==> config.mk <==
export PLATFORM = sky130hd
export DESIGN_NAME = vec_add_engine
export DESIGN_NICKNAME = d
export VERILOG_FILES = /design/src/rtl/vec_add_pkg.sv /design/src/rtl/vec_add_lane.sv /design/src/rtl/vec_add_engine.sv
export SDC_FILE = /design/constraint.sdc
export NUM_CORES = 1
export LEC_CHECK = 0
export BUFFER_PORTS_ARGS = -buffer_cell sky130_fd_sc_hd__buf_2
export CAP_MARGIN = 5
export CORE_MARGIN = 4
export CORE_UTILIZATION = 38
export CTS_CLUSTER_DIAMETER = 200
export DETAILED_ROUTE_END_ITERATION = 16
export PLACE_DENSITY = 0.7
export SLEW_MARGIN = 20
export SYNTH_ARGS = -nofsm -noshare
export SYNTH_HDL_FRONTEND = slang
export SYNTH_HIERARCHICAL = 1
export SYNTH_SLANG_ARGS = --single-unit
==> constraint.sdc <==
create_clock -name clk_i -period 7.6 [get_ports clk_i]
set_input_delay 0.38 -clock clk_i [delete_from_list [all_inputs] [get_ports clk_i]]
set_output_delay 0.38 -clock clk_i [all_outputs]
set_load 0.005 [all_outputs]
==> src/rtl/vec_add_pkg.sv <==
// Shared types and default sizing for the vector add engine.
package vec_add_pkg;

  typedef enum logic [1:0] {
    IDLE = 2'd0,
    RUN  = 2'd1,
    DONE = 2'd2
  } state_e;

  typedef enum logic {
    ADD_WRAP = 1'b0,
    ADD_SAT  = 1'b1
  } add_mode_e;

  localparam int VEC_LEN_DEF = 16;
  localparam int ELEM_W_DEF  = 8;
  localparam int LANES_DEF   = 4;

endpackage

==> src/rtl/vec_add_lane.sv <==
// One unsigned element adder with carry-out.
// The saturating path exists only when VEC_ADD_SAT_EN is defined.
module vec_add_lane import vec_add_pkg::*; #(
  parameter int ELEM_W = ELEM_W_DEF
) (
  input  logic [ELEM_W-1:0] a,
  input  logic [ELEM_W-1:0] b,
  input  logic              sat,
  output logic [ELEM_W-1:0] sum,
  output logic              carry
);

  logic [ELEM_W:0] sum_raw;

  assign sum_raw = {1'b0, a} + {1'b0, b};
  assign carry   = sum_raw[ELEM_W];

`ifdef VEC_ADD_SAT_EN
  assign sum = (sat && carry) ? {ELEM_W{1'b1}} : sum_raw[ELEM_W-1:0];
`else
  logic unused_sat;
  assign unused_sat = sat;
  assign sum        = sum_raw[ELEM_W-1:0];
`endif

endmodule

==> src/rtl/vec_add_engine.sv <==
// Multi-cycle element-wise vector adder: LANES elements per beat from a start-time snapshot.
// Optional saturating mode is compiled in with VEC_ADD_SAT_EN.
module vec_add_engine import vec_add_pkg::*; #(
  parameter int VEC_LEN = VEC_LEN_DEF,
  parameter int ELEM_W  = ELEM_W_DEF,
  parameter int LANES   = LANES_DEF
) (
  input  logic                      clk_i,
  input  logic                      rst_ni,
  input  logic                      start_i,
  input  logic                      mode_i,
  input  logic [VEC_LEN*ELEM_W-1:0] op_a_i,
  input  logic [VEC_LEN*ELEM_W-1:0] op_b_i,
  output logic                      busy_o,
  output logic                      done_o,
  output logic [VEC_LEN*ELEM_W-1:0] res_o,
  output logic [VEC_LEN-1:0]        res_load_o,
  output logic [VEC_LEN-1:0]        carry_o,
  output logic                      overflow_o
);

  localparam int NBEATS = VEC_LEN / LANES;
  localparam int BEAT_W = (NBEATS > 1) ? $clog2(NBEATS) : 1;
  localparam logic [BEAT_W-1:0] LAST_BEAT = BEAT_W'(NBEATS - 1);

  if (VEC_LEN % LANES != 0) begin : g_cfg_err
    $fatal(1, "vec_add_engine: VEC_LEN must be a multiple of LANES");
  end

  state_e                    state_reg, state_next;
  logic [BEAT_W-1:0]         beat_reg, beat_next;
  logic [VEC_LEN*ELEM_W-1:0] snap_a_reg, snap_b_reg;
  logic [VEC_LEN-1:0]        carry_reg, carry_next;
  logic                      overflow_reg;
  logic                      accept;
  logic                      run;
  logic                      sat_eff;
  logic [LANES*ELEM_W-1:0]   lane_sum;
  logic [LANES-1:0]          lane_carry;
  logic [VEC_LEN-1:0]        elem_hit;

  assign accept = (state_reg == IDLE) && start_i;
  assign run    = (state_reg == RUN);

`ifdef VEC_ADD_SAT_EN
  add_mode_e snap_mode_reg;

  always_ff @(posedge clk_i or negedge rst_ni) begin
    if (!rst_ni) begin
      snap_mode_reg <= ADD_WRAP;
    end else if (accept) begin
      snap_mode_reg <= add_mode_e'(mode_i);
    end
  end

  assign sat_eff = (snap_mode_reg == ADD_SAT);
`else
  logic unused_mode;
  assign unused_mode = mode_i;
  assign sat_eff     = 1'b0;
`endif

  always_comb begin
    state_next = state_reg;
    beat_next  = beat_reg;
    case (state_reg)
      IDLE: if (start_i) begin
        state_next = RUN;
        beat_next  = '0;
      end
      RUN: if (beat_reg == LAST_BEAT) begin
        state_next = DONE;
        beat_next  = '0;
      end else begin
        beat_next = beat_reg + 1'b1;
      end
      DONE:    state_next = IDLE;
      default: state_next = IDLE;
    endcase
  end

  always_ff @(posedge clk_i or negedge rst_ni) begin
    if (!rst_ni) begin
      state_reg    <= IDLE;
      beat_reg     <= '0;
      snap_a_reg   <= '0;
      snap_b_reg   <= '0;
      carry_reg    <= '0;
      overflow_reg <= 1'b0;
    end else begin
      state_reg <= state_next;
      beat_reg  <= beat_next;
      if (accept) begin
        snap_a_reg   <= op_a_i;
        snap_b_reg   <= op_b_i;
        carry_reg    <= '0;
        overflow_reg <= 1'b0;
      end else begin
        carry_reg    <= carry_next;
        overflow_reg <= overflow_reg | (run & (|lane_carry));
      end
    end
  end

  // Each lane picks its operand pair for the current beat out of the snapshot.
  for (genvar gi = 0; gi < LANES; gi++) begin : g_lane
    logic [ELEM_W-1:0] lane_a, lane_b;

    always_comb begin
      lane_a = '0;
      lane_b = '0;
      for (int bt = 0; bt < NBEATS; bt++) begin
        if (beat_reg == BEAT_W'(bt)) begin
          lane_a = snap_a_reg[(bt*LANES+gi)*ELEM_W +: ELEM_W];
          lane_b = snap_b_reg[(bt*LANES+gi)*ELEM_W +: ELEM_W];
        end
      end
    end

    vec_add_lane #(
      .ELEM_W (ELEM_W)
    ) u_lane (
      .a     (lane_a),
      .b     (lane_b),
      .sat   (sat_eff),
      .sum   (lane_sum[gi*ELEM_W +: ELEM_W]),
      .carry (lane_carry[gi])
    );
  end

  for (genvar gi = 0; gi < VEC_LEN; gi++) begin : g_elem
    assign elem_hit[gi]   = run && (beat_reg == BEAT_W'(gi / LANES));
    assign carry_next[gi] = elem_hit[gi] ? lane_carry[gi % LANES] : carry_reg[gi];
    assign res_o[gi*ELEM_W +: ELEM_W] =
      elem_hit[gi] ? lane_sum[(gi % LANES)*ELEM_W +: ELEM_W] : '0;
  end

  assign res_load_o = elem_hit;
  assign busy_o     = run;
  assign done_o     = (state_reg == DONE);
  assign carry_o    = carry_reg;
  assign overflow_o = overflow_reg;

endmodule

==> out/metrics.cfg <==
[status]
status = completed

[setup_path]
cpMostUsedCell = a21oi_1
worstPathMaxFanout = 40
reg2reg_from = beat_reg[0]
crit_arrival_ps = 5390
worst_path_max_delay_cell = ha_2
critPathKind = register to output pin
ff2ff_setup_slack_ps = 2620
crit_path_end_kind = output pin
reg2regPathDepth = 13
path_cells = ha_2 > inv_2 > buf_4 > o22ai_1 > a21oi_1 > ha_1 > fa_1 > a21oi_1 > nor2b_1 > a31oi_1 > xnor2_1 > and3_1 > buf_2
worstReg2RegEnd = carry_o[13]
cp-start-kind = register
critPathMaxStageDelay_ps = 900
required_ps = 7220

[synth]
syn_nets = 1502
yosys_warnings = 6
netlist_area_um2 = 15050
syn_avg_cell_area_um2 = 12.52
synth_cells = 1202

[final_layout]
fill_cells = 3326
multi_input_area_um2 = 7483
mostFrequentLayoutCells = 420 x buf_2, 277 x dfrtp_1, 229 x mux2_4, 132 x dlygate4sd3_1, 128 x and3_1
area_growth_pct = 31.46
nNetsFinal = 1996
drive_gt1_share_pct = 44.42
final_common_cell = buf_2
regArea_um2 = 6932

[detailed_routing]
routed_wl_um = 48520
dr.pass1.iters = 5
drc = 0
routed_via_density = 5.357
via_count = 12010
first_iter_violations = 825
ant_nets = 0
routedWlPerCell_um = 21.64

[floorplan]
die_y_um = 207.0
rows = 72
core_um2 = 38920
die_area_um2 = 42840
die-width_um = 207.0
ios = 423
start_util_pct = 38.66

[timing]
period_needed_ps = 5775
rsz0062_at_grt = no
slew_headroom_pct = 32.33
tns_ps = 0
skew_ps = 18.47
hold_viol = 0
tightest_slew_ps = 1015
maxSlewViolCount = 0
setup_ws_ps = 1825
fmax_mhz = 173.2
finalCritPeriodShare_pct = 75.99
finalSetupViolations = 0

[placement]
post-place-ws_ps = 2417
port_buffers = 421
hpwl_um = 31960
routabilityCongestion = 0.7876

[clocking]
cts_root_buf = clkbuf_16
clock-sinks = 277
cts_resized = 0
numCtsBuffers = 31
clock_latency_ps = 590
h-tree-depth = 1
cts_tree = done
clkTransAtPathRegs_ps = 60
clk_path_buf_depth = 3

[flow_run]
maxCapViolations = 0

[global_routing]
grt-ovfl-total = 0
grt_antenna_before_repair = 7
grt_max_degree = 120
grt_pass1_wl_um = 71950
grt_pass1_vias = 12540
grt_use_total_pct = 21.37

[hold_path]
hold_depth = 2
holdPathEnd = snap_b_reg[9]
hold_path.startpoint = op_b_i[9]
hp-class = input pin to register

[pwr]
powerDensity_nw_per_um2 = 588.8
p_total_mw = 11.65
vdd_drop_max_v = 0.0003585
p_leak_nw = 10.36

-- area by class of cell --
type                       count  area share [%]
sequential                   277           35.05
clock buffer                  44           4.574
timing repair buffer         568           18.10
tap                          518           3.277
clock inverter                13          0.9615
antenna                        4         0.05061
multi-input combinational    810           37.84
inverter                       8          0.1581
-- layer usage --
metal  up-vias  GRT usage [%]  part of all wire [%]
met4         2          5.666                   2.6
li1       5425              -                     -
met3        87          4.765                   7.0
met2       477          35.46                    48
met5         -              0                 0.025
met1      6020          28.48                    42
-- how the worst max path moves through the flow --
stage,startpoint,end,depth (start not counted),slack (ps)
CTS,beat_reg[0],res_o[110],13,1770
finish,beat_reg[0],res_o[110],13,1830
global placement,beat_reg[0],res_o[110],13,2410
global route,beat_reg[0],res_o[110],13,1520
floorplan,beat_reg[0],res_o[102],13,4230
detailed placement,beat_reg[0],res_o[110],13,2420
-- where the power goes --
| group | switching [mW] | leakage, nW | internal [mW] | total (mW) |
|---|---|---|---|---|
| combinational | 4.12 | 6.54 | 3.23 | 7.35 |
| clock | 0.641 | 0.541 | 0.966 | 1.61 |
| sequential | 0.474 | 3.28 | 2.22 | 2.69 |
| total | 5.24 | 10.4 | 6.41 | 11.6 |
-- metrics by stage --
step           util [%]  cells  hold slack, ps  instance area, um^2
2_1_floorplan         -   1202           84.41                15050
3_3_place_gp      44.57   2049           392.9                17350
3_5_place_dp      44.58   2049           403.1                17350
4_1_cts           50.79   2238         0.02093                19770
5_1_grt           50.82   2241           1.259                19780
6_report          50.82   2242           25.43                19780
-- worst max-delay path: cells and delay by family, from the launching register on --
family	cells	cell delay, ps
AO/OA/AOI/OAI	4	740
buffers and inverters	3	1290
flip-flops	1	460
XOR/XNOR	1	360
adder cells (fa/ha/maj)	3	1590
AND/OR/NAND/NOR	2	340
-- repair_timing --
action | CTS | global route
endpoints found under the setup margin | 0 | 0
endpoints found under the hold margin | 210 | 0
buffers inserted | 0 | 0
hold buffers | 132 | 0
No activity file was read; power rests on OpenSTA's default activity.
